<file path="src/rtl/svc_err_cnt_display.sv">
// Per-channel error event counters with a registered display mux.
// The shown channel is either selected manually or rotated on a dwell timer.
module svc_err_cnt_display #(
  parameter int NUM_CH       = 2,
  parameter int CNT_WIDTH    = 16,
  parameter int OUT_WIDTH    = 16,
  parameter bit SATURATE     = 1'b1,
  parameter int DWELL_CYCLES = 25000000,
  localparam int SEL_W       = (NUM_CH > 1) ? $clog2(NUM_CH) : 1
) (
  input  logic                 clk,
  input  logic                 rst,
  input  logic [NUM_CH-1:0]    err_i,
  input  logic                 clr_i,
  input  logic                 auto_i,
  input  logic [SEL_W-1:0]     sel_i,
  output logic [OUT_WIDTH-1:0] disp_o,
  output logic [SEL_W-1:0]     disp_ch_o,
  output logic [NUM_CH-1:0]    ovf_o,
  output logic                 any_err_o
);

  localparam int                   DW_W       = (DWELL_CYCLES > 1) ? $clog2(DWELL_CYCLES) : 1;
  localparam logic [SEL_W-1:0]     LAST_CH    = SEL_W'(NUM_CH - 1);
  localparam logic [DW_W-1:0]      DWELL_LAST = DW_W'(DWELL_CYCLES - 1);
  localparam logic [CNT_WIDTH-1:0] CNT_MAX    = {CNT_WIDTH{1'b1}};

  typedef enum logic [0:0] {
    ST_MANUAL = 1'b0,
    ST_AUTO   = 1'b1
  } state_t;

  state_t                 state_r, state_nxt_s;
  logic [CNT_WIDTH-1:0]   cnt_r [NUM_CH];
  logic [NUM_CH-1:0]      ovf_r;
  logic                   any_err_r;
  logic [SEL_W-1:0]       ch_r, ch_nxt_s, sel_clamp_s;
  logic [DW_W-1:0]        dwell_r, dwell_nxt_s;
  logic [OUT_WIDTH-1:0]   disp_r, disp_nxt_s;
  logic [CNT_WIDTH-1:0]   cnt_shown_s;

  // Counter bank, sticky overflow flags and the any-error flag
  always_ff @(posedge clk) begin
    if (rst || clr_i) begin
      for (int k = 0; k < NUM_CH; k++) begin
        cnt_r[k] <= {CNT_WIDTH{1'b0}};
      end
      ovf_r     <= {NUM_CH{1'b0}};
      any_err_r <= 1'b0;
    end else begin
      for (int k = 0; k < NUM_CH; k++) begin
        if (err_i[k]) begin
          if (cnt_r[k] == CNT_MAX) begin
            ovf_r[k] <= 1'b1;
            cnt_r[k] <= SATURATE ? CNT_MAX : {CNT_WIDTH{1'b0}};
          end else begin
            cnt_r[k] <= cnt_r[k] + CNT_WIDTH'(1);
          end
        end
      end
      if (|err_i) begin
        any_err_r <= 1'b1;
      end
    end
  end

  // Out-of-range selects only exist when NUM_CH is not a power of two
  if ((1 << SEL_W) > NUM_CH) begin : g_sel_clamp
    assign sel_clamp_s = (sel_i > LAST_CH) ? LAST_CH : sel_i;
  end else begin : g_sel_direct
    assign sel_clamp_s = sel_i;
  end

  // Next-state, next-channel and dwell timer logic
  always_comb begin
    state_nxt_s = state_r;
    ch_nxt_s    = ch_r;
    dwell_nxt_s = dwell_r;
    case (state_r)
      ST_MANUAL: begin
        dwell_nxt_s = {DW_W{1'b0}};
        if (auto_i) begin
          state_nxt_s = ST_AUTO;
        end else begin
          ch_nxt_s = sel_clamp_s;
        end
      end
      ST_AUTO: begin
        if (!auto_i) begin
          state_nxt_s = ST_MANUAL;
          ch_nxt_s    = sel_clamp_s;
          dwell_nxt_s = {DW_W{1'b0}};
        end else if (dwell_r == DWELL_LAST) begin
          dwell_nxt_s = {DW_W{1'b0}};
          ch_nxt_s    = (ch_r == LAST_CH) ? {SEL_W{1'b0}} : ch_r + SEL_W'(1);
        end else begin
          dwell_nxt_s = dwell_r + DW_W'(1);
        end
      end
      default: begin
        state_nxt_s = ST_MANUAL;
        ch_nxt_s    = sel_clamp_s;
        dwell_nxt_s = {DW_W{1'b0}};
      end
    endcase
  end

  // Counter of the currently registered channel
  always_comb begin
    cnt_shown_s = {CNT_WIDTH{1'b0}};
    for (int k = 0; k < NUM_CH; k++) begin
      cnt_shown_s = cnt_shown_s | ((ch_r == SEL_W'(k)) ? cnt_r[k] : {CNT_WIDTH{1'b0}});
    end
  end

  // Values too wide for the display bus show as all-ones
  if (OUT_WIDTH == CNT_WIDTH) begin : g_disp_copy
    assign disp_nxt_s = cnt_shown_s;
  end else begin : g_disp_clamp
    assign disp_nxt_s = (|cnt_shown_s[CNT_WIDTH-1:OUT_WIDTH]) ? {OUT_WIDTH{1'b1}}
                                                              : cnt_shown_s[OUT_WIDTH-1:0];
  end

  // Selection state and display register; clear leaves these untouched
  always_ff @(posedge clk) begin
    if (rst) begin
      state_r <= ST_MANUAL;
      ch_r    <= {SEL_W{1'b0}};
      dwell_r <= {DW_W{1'b0}};
      disp_r  <= {OUT_WIDTH{1'b0}};
    end else begin
      state_r <= state_nxt_s;
      ch_r    <= ch_nxt_s;
      dwell_r <= dwell_nxt_s;
      disp_r  <= disp_nxt_s;
    end
  end

  assign disp_o    = disp_r;
  assign disp_ch_o = ch_r;
  assign ovf_o     = ovf_r;
  assign any_err_o = any_err_r;

endmodule

</file>
<file path="config.mk">
export PLATFORM = sky130hd
export DESIGN_NAME = svc_err_cnt_display
export DESIGN_NICKNAME = d
export VERILOG_FILES = /design/src/rtl/svc_err_cnt_display.sv
export SDC_FILE = /design/constraint.sdc
export NUM_CORES = 1
export LEC_CHECK = 0
export CAP_MARGIN = 20
export CORE_MARGIN = 2
export CORE_UTILIZATION = 43
export CTS_BUF_LIST = sky130_fd_sc_hd__clkbuf_8
export DETAILED_ROUTE_END_ITERATION = 16
export GPL_TIMING_DRIVEN = 0
export RECOVER_POWER = 100
export REMOVE_ABC_BUFFERS = 1
export SLEW_MARGIN = 20
export SYNTH_ARGS = -nofsm -noshare
export SYNTH_HDL_FRONTEND = slang
export SYNTH_SLANG_ARGS = --single-unit
export TNS_END_PERCENT = 5
</file>
<file path="constraint.sdc">
create_clock -name clk -period 1.9 [get_ports clk]
set_input_delay 0.38 -clock clk [delete_from_list [all_inputs] [get_ports clk]]
set_output_delay 0.38 -clock clk [all_outputs]
set_load 0.05 [all_outputs]
</file>
[Yosys cells after proc, flatten, opt, wreduce, memory -nomap -nowiden]
Memories as Yosys holds them, arrays and structs flattened.
Index checks and enable logic that the tools add are counted.
Cells by class
  add/sub/neg operators: 4
  eq/ne operators: 5
  muxes and demuxes: 33
  bitwise logic cells: 6
  reduce and logical (&&, ||, !) cells: 5
Operators with widths (count)
  $mux W16: 6
  $mux W25: 2
  $pmux W25 S2: 1
  $add A16 B1 Y16 const B: 2
  $eq A16 B16 Y1 const B: 2
  $add A25 B1 Y25 const B: 1
  $eq A25 B25 Y1 const B: 1
  $mux W1: 23
  $or A16 B16 Y16: 1
  $reduce_and A2 Y1: 3
  $or A1 B1 Y1: 4
  $ne A3 B2 Y1 const B: 1
  $ne A2 B2 Y1 const B: 1
  $pmux W1 S2: 1
  $reduce_or A2 Y1: 1
  $add A1 B1 Y1 const B: 1
  $logic_or A1 B1 Y1: 1
  $not A1 Y1: 1
Word-level totals
  register bits: 46
  memory bits (writable): 32
  input bits: 7
  output and inout port bits: 20
  memories: 1
Memory list
  cnt_r: words 2, width 16, rd ports 2, clocked after memory_dff 0, write ports 2, RTL line 34  | logic [CNT_WIDTH-1:0] cnt_r [NUM_CH];

[Logic depth before layout (Yosys ltp)]
  depth after elaboration: 7
  gate-level depth with buffers: 6
  mapped depth without buffers: 5

[Least setup slack after synthesis]
Ideal clock, no wire load.
  path kind: reg2reg
  start: memory cnt_r[0][0]
  end: memory cnt_r[0][10] (data pin)
  setup time: 261 ps
  arrival: 1588 ps
  data required time: 1639 ps
  path slack: 51 ps
  stages on the path, launching flop included: 7
  buffers on the path: 1
  period minus slack after synthesis: 1849 ps
  path through: edfxtp_1 ha_1 nand3_1 nor3_1 a21oi_1 buf_2 a21oi_1
RTL lines (RTL line)
  start, declared: 34

==> flow_summary_export.csv <==
group,metric,value,unit
status,status,"finished with violations",
status,violations,"negative setup slack",
floorplanning,rows,34,
setup_path,path_cells,"and4_2, nand4_1, or4_1, a31oi_1",
floorplanning,die_area,0.009593,mm²
clock_network,cts_tree,"done",
sta,setup_tns,-38.34,ps
finish,design_area,0.004599,mm²
finish,drive_gt1_share,18.27,%
routing,dr.pass1.iters,4,
sta,rsz0062_at_grt,"yes",
synthesis,avgSynthCellArea,10.07,µm²
synthesis,synthArstFlopShare,0,%
pwr,p_leak,1.616,nW
synthesis,yosysMostFrequentCell,"dfxtp_1",
sta,setup_viol,2,
synthesis,yosys.area_share.xor_xnor,7.385,%
synthesis,yosys.area_share.adder,0.9891,%
placed_design,placed_area,0.004099,mm²
routing,vias,3000,
pwr,power.density,750.5,mW/mm²
synthesis,synth_top_family_by_area,"simple AND/OR/NAND/NOR gates",
floorplanning,io_pins,27,
synthesis,synth_compound_area_share,11.90,%
sta,period_needed,1925,ps
synthesis,synth.area.mux_share,4.517,%
run,maxCapViolCount,0,
finish,fillers,801,
synthesis,yosysWarnings,0,
finish,final_nets,421,
sta,timing.final.crit_share,101.3,%
clock_network,cts_hold_buf,0,
setup_path,startpoint_type,"register",
global_routing,gr-usage-all-layers,19.06,%
finish,syn2layout_area_growth,21.20,%
clock_network,cts_root_buf,"clkbuf_8",
clock_network,ctsHtreeMaxLevel,3,
synthesis,yosys.area.top_type,"edfxtp_1",
sta,final.setup.worst_slack,-24.51,ps
synthesis,synth_edf_count,32,
sta,fmax,519.6,MHz
routing,drtAntennaViolNets,0,
setup_path,cp-end-kind,"register",
sta,finClkSkew,13.60,ps
clock_network,clkSinkCount,78,
setup_path,crit_fanout,8,
clock_network,cts.clk_slew.worst_paths,80,ps
placed_design,port_buffers,26,
global_routing,grt_pass1_wl,14820,µm
placed_design,place_congestion,0.7862,
setup_path,crit_path_max_incr_delay,510,ps
synthesis,synth_top_cells_by_count,"dfxtp_1, a21oi_1, nor2_1",
setup_path,worstPathArrival,2120,ps
floorplanning,dieWidth,97.95,µm
synthesis,synthSimpleGateAreaFrac,21.76,%
synthesis,synthFlopType,"dfxtp_1",
setup_path,required,2100,ps
synthesis,netlist_instances,377,
sta,slew_viol_final,0,
placed_design,dp_hpwl,5533,µm
synthesis,yosysTopAreaCellShare,25.32,%
clock_network,cts_buffers,9,
synthesis,synthTopCellsByArea,"edfxtp_1, dfxtp_1, a21oi_1, xnor2_1, mux2i_1",
clock_network,cts.path.max_buffers,2,
sta,hold_violations,0,
floorplanning,start_util,43.94,%
global_routing,overflow,0,
finish,antenna_cells,0,
synthesis,synth_area,0.003795,mm²
routing,via_per_inst,5.725,
global_routing,antenna_found_initial,0,
setup_path,crit_type,"reg -> reg",
routing,drc,0,
routing,wirelength,8613,µm
floorplanning,core_area,0.008636,mm²
synthesis,yosysSeqAreaShare,49.59,%
routing,first_iter_violations,207,
routing,drt-wirelength-per-cell,16.44,µm
pwr,ir_worst_vdd,0.0004337,V
sta,tightest_slew,751.1,ps
setup_path,critical-path-slowest-cell,"edfxtp_1",
synthesis,ys_seq_elements,78,
floorplanning,die_y,97.95,µm
synthesis,yosysUniqueCellTypes,46,
sta,slew_headroom,49.93,%
global_routing,grt_pass1_vias,2913,
hold_path,min_path_type,"reg -> reg",
global_routing,grt_start_max_net_pins,23,
clock_network,clk-insertion-delay-late,360,ps
==> registers in the layout, indices dropped and copies added, names as in the netlist <==
signal     count
disp_o        16
disp_ch_o      1
state_r        1
any_err_o      1
dwell_r       25
ovf_o          2
cnt_r         32
==> layout by cell type, fill, tap and decap left out, types with 3 or more instances in the layout <==
cell / count
or3_1: 6
dlymetal6s2s_1: 5
buf_12: 3
nand2_1: 23
buf_4: 8
clkdlybuf4s50_1: 17
mux2i_1: 16
nor4_1: 8
a21oi_2: 11
and3_1: 5
nand3_1: 17
o31ai_1: 9
a31o_2: 3
nand4_1: 15
xnor2_1: 19
o21ai_0: 5
or4_1: 7
and4_2: 4
edfxtp_1: 32
inv_1: 11
dfxtp_1: 44
nor2_1: 35
a21oi_1: 30
nor3_1: 7
clkbuf_8: 11
xor2_1: 13
==> final timing paths <==
kind / start / end / slack [ps] / cells past startpoint
min reg2reg: dwell_r[0]$_SDFF_PP0_ / dwell_r[0]$_SDFF_PP0_ / 480 / 1
min: dwell_r[0]$_SDFF_PP0_ / dwell_r[0]$_SDFF_PP0_ / 480 / 1
max: cnt_r[1][2]$_DFFE_PP_ / cnt_r[1][15]$_DFFE_PP_ / -20 / 4
max reg2reg: cnt_r[1][2]$_DFFE_PP_ / cnt_r[1][15]$_DFFE_PP_ / -20 / 4
==> cells by family after synthesis <==
family,count (synthesis)
adders and majority gates,3
and+or+nand+nor,147
DFF,78
buffers and inverters,28
AOI/OAI and AO/OA,72
xor gates and xnor gates,32
muxes,17
==> cell type report <==
cell class / count / area [µm²] / share of cell area (%)
Clock buffer: 11 / 151.4 / 3.292
Clock inverter: 5 / 31.28 / 0.6801
Inverter: 11 / 41.29 / 0.8977
Multi-Input combinational cell: 272 / 1942 / 42.22
Sequential cell: 78 / 1887 / 41.02
Tap cell: 108 / 135.1 / 2.938
Timing Repair Buffer: 39 / 411.6 / 8.950
==> critical path: cells and delay by family, from the launching register on <==
kind / cells / cell delay (ps)
compound gates: 1 / 190
flops: 1 / 510
simple gates: 3 / 1060
==> routing by layer <==
layer	up-vias	wire length (µm)	GRT usage (%)
met2	48	3832	26.82
li1	1478	-	-
met1	1461	4329	28.34
met3	13	329	4.653
met5	-	0	0
met4	0	122	7.051
==> power breakdown <==
group          switching, mW  internal, mW
clock network          0.636         0.546
logic                  0.202         0.143
registers              0.103          1.82
total                  0.941          2.51
==> timing repair <==
action | 4_1_cts | 5_1_grt
buffers inserted | 3 | 10
gates cloned | 1 | 0
hold endpoints to repair | 0 | 0
resized for setup | 26 | 20
setup endpoints to repair | 93 | 49
pin swaps | 9 | 7
==> stage by stage <==
stage	utilization (%)	worst slack (ps)	cells	hold WS, ps	power [mW]
floorplan	-	-107.2	360	437.7	2.137
global placement	47.31	-1500	494	456.5	2.261
detailed placement	47.46	-1174	494	465.4	2.266
CTS	51.01	-114.2	514	483.7	3.448
global route	53.26	-150.6	524	521.0	3.588
finish	53.26	-24.51	524	478.5	3.452
Note: power is estimated with default switching activity, not from simulation.
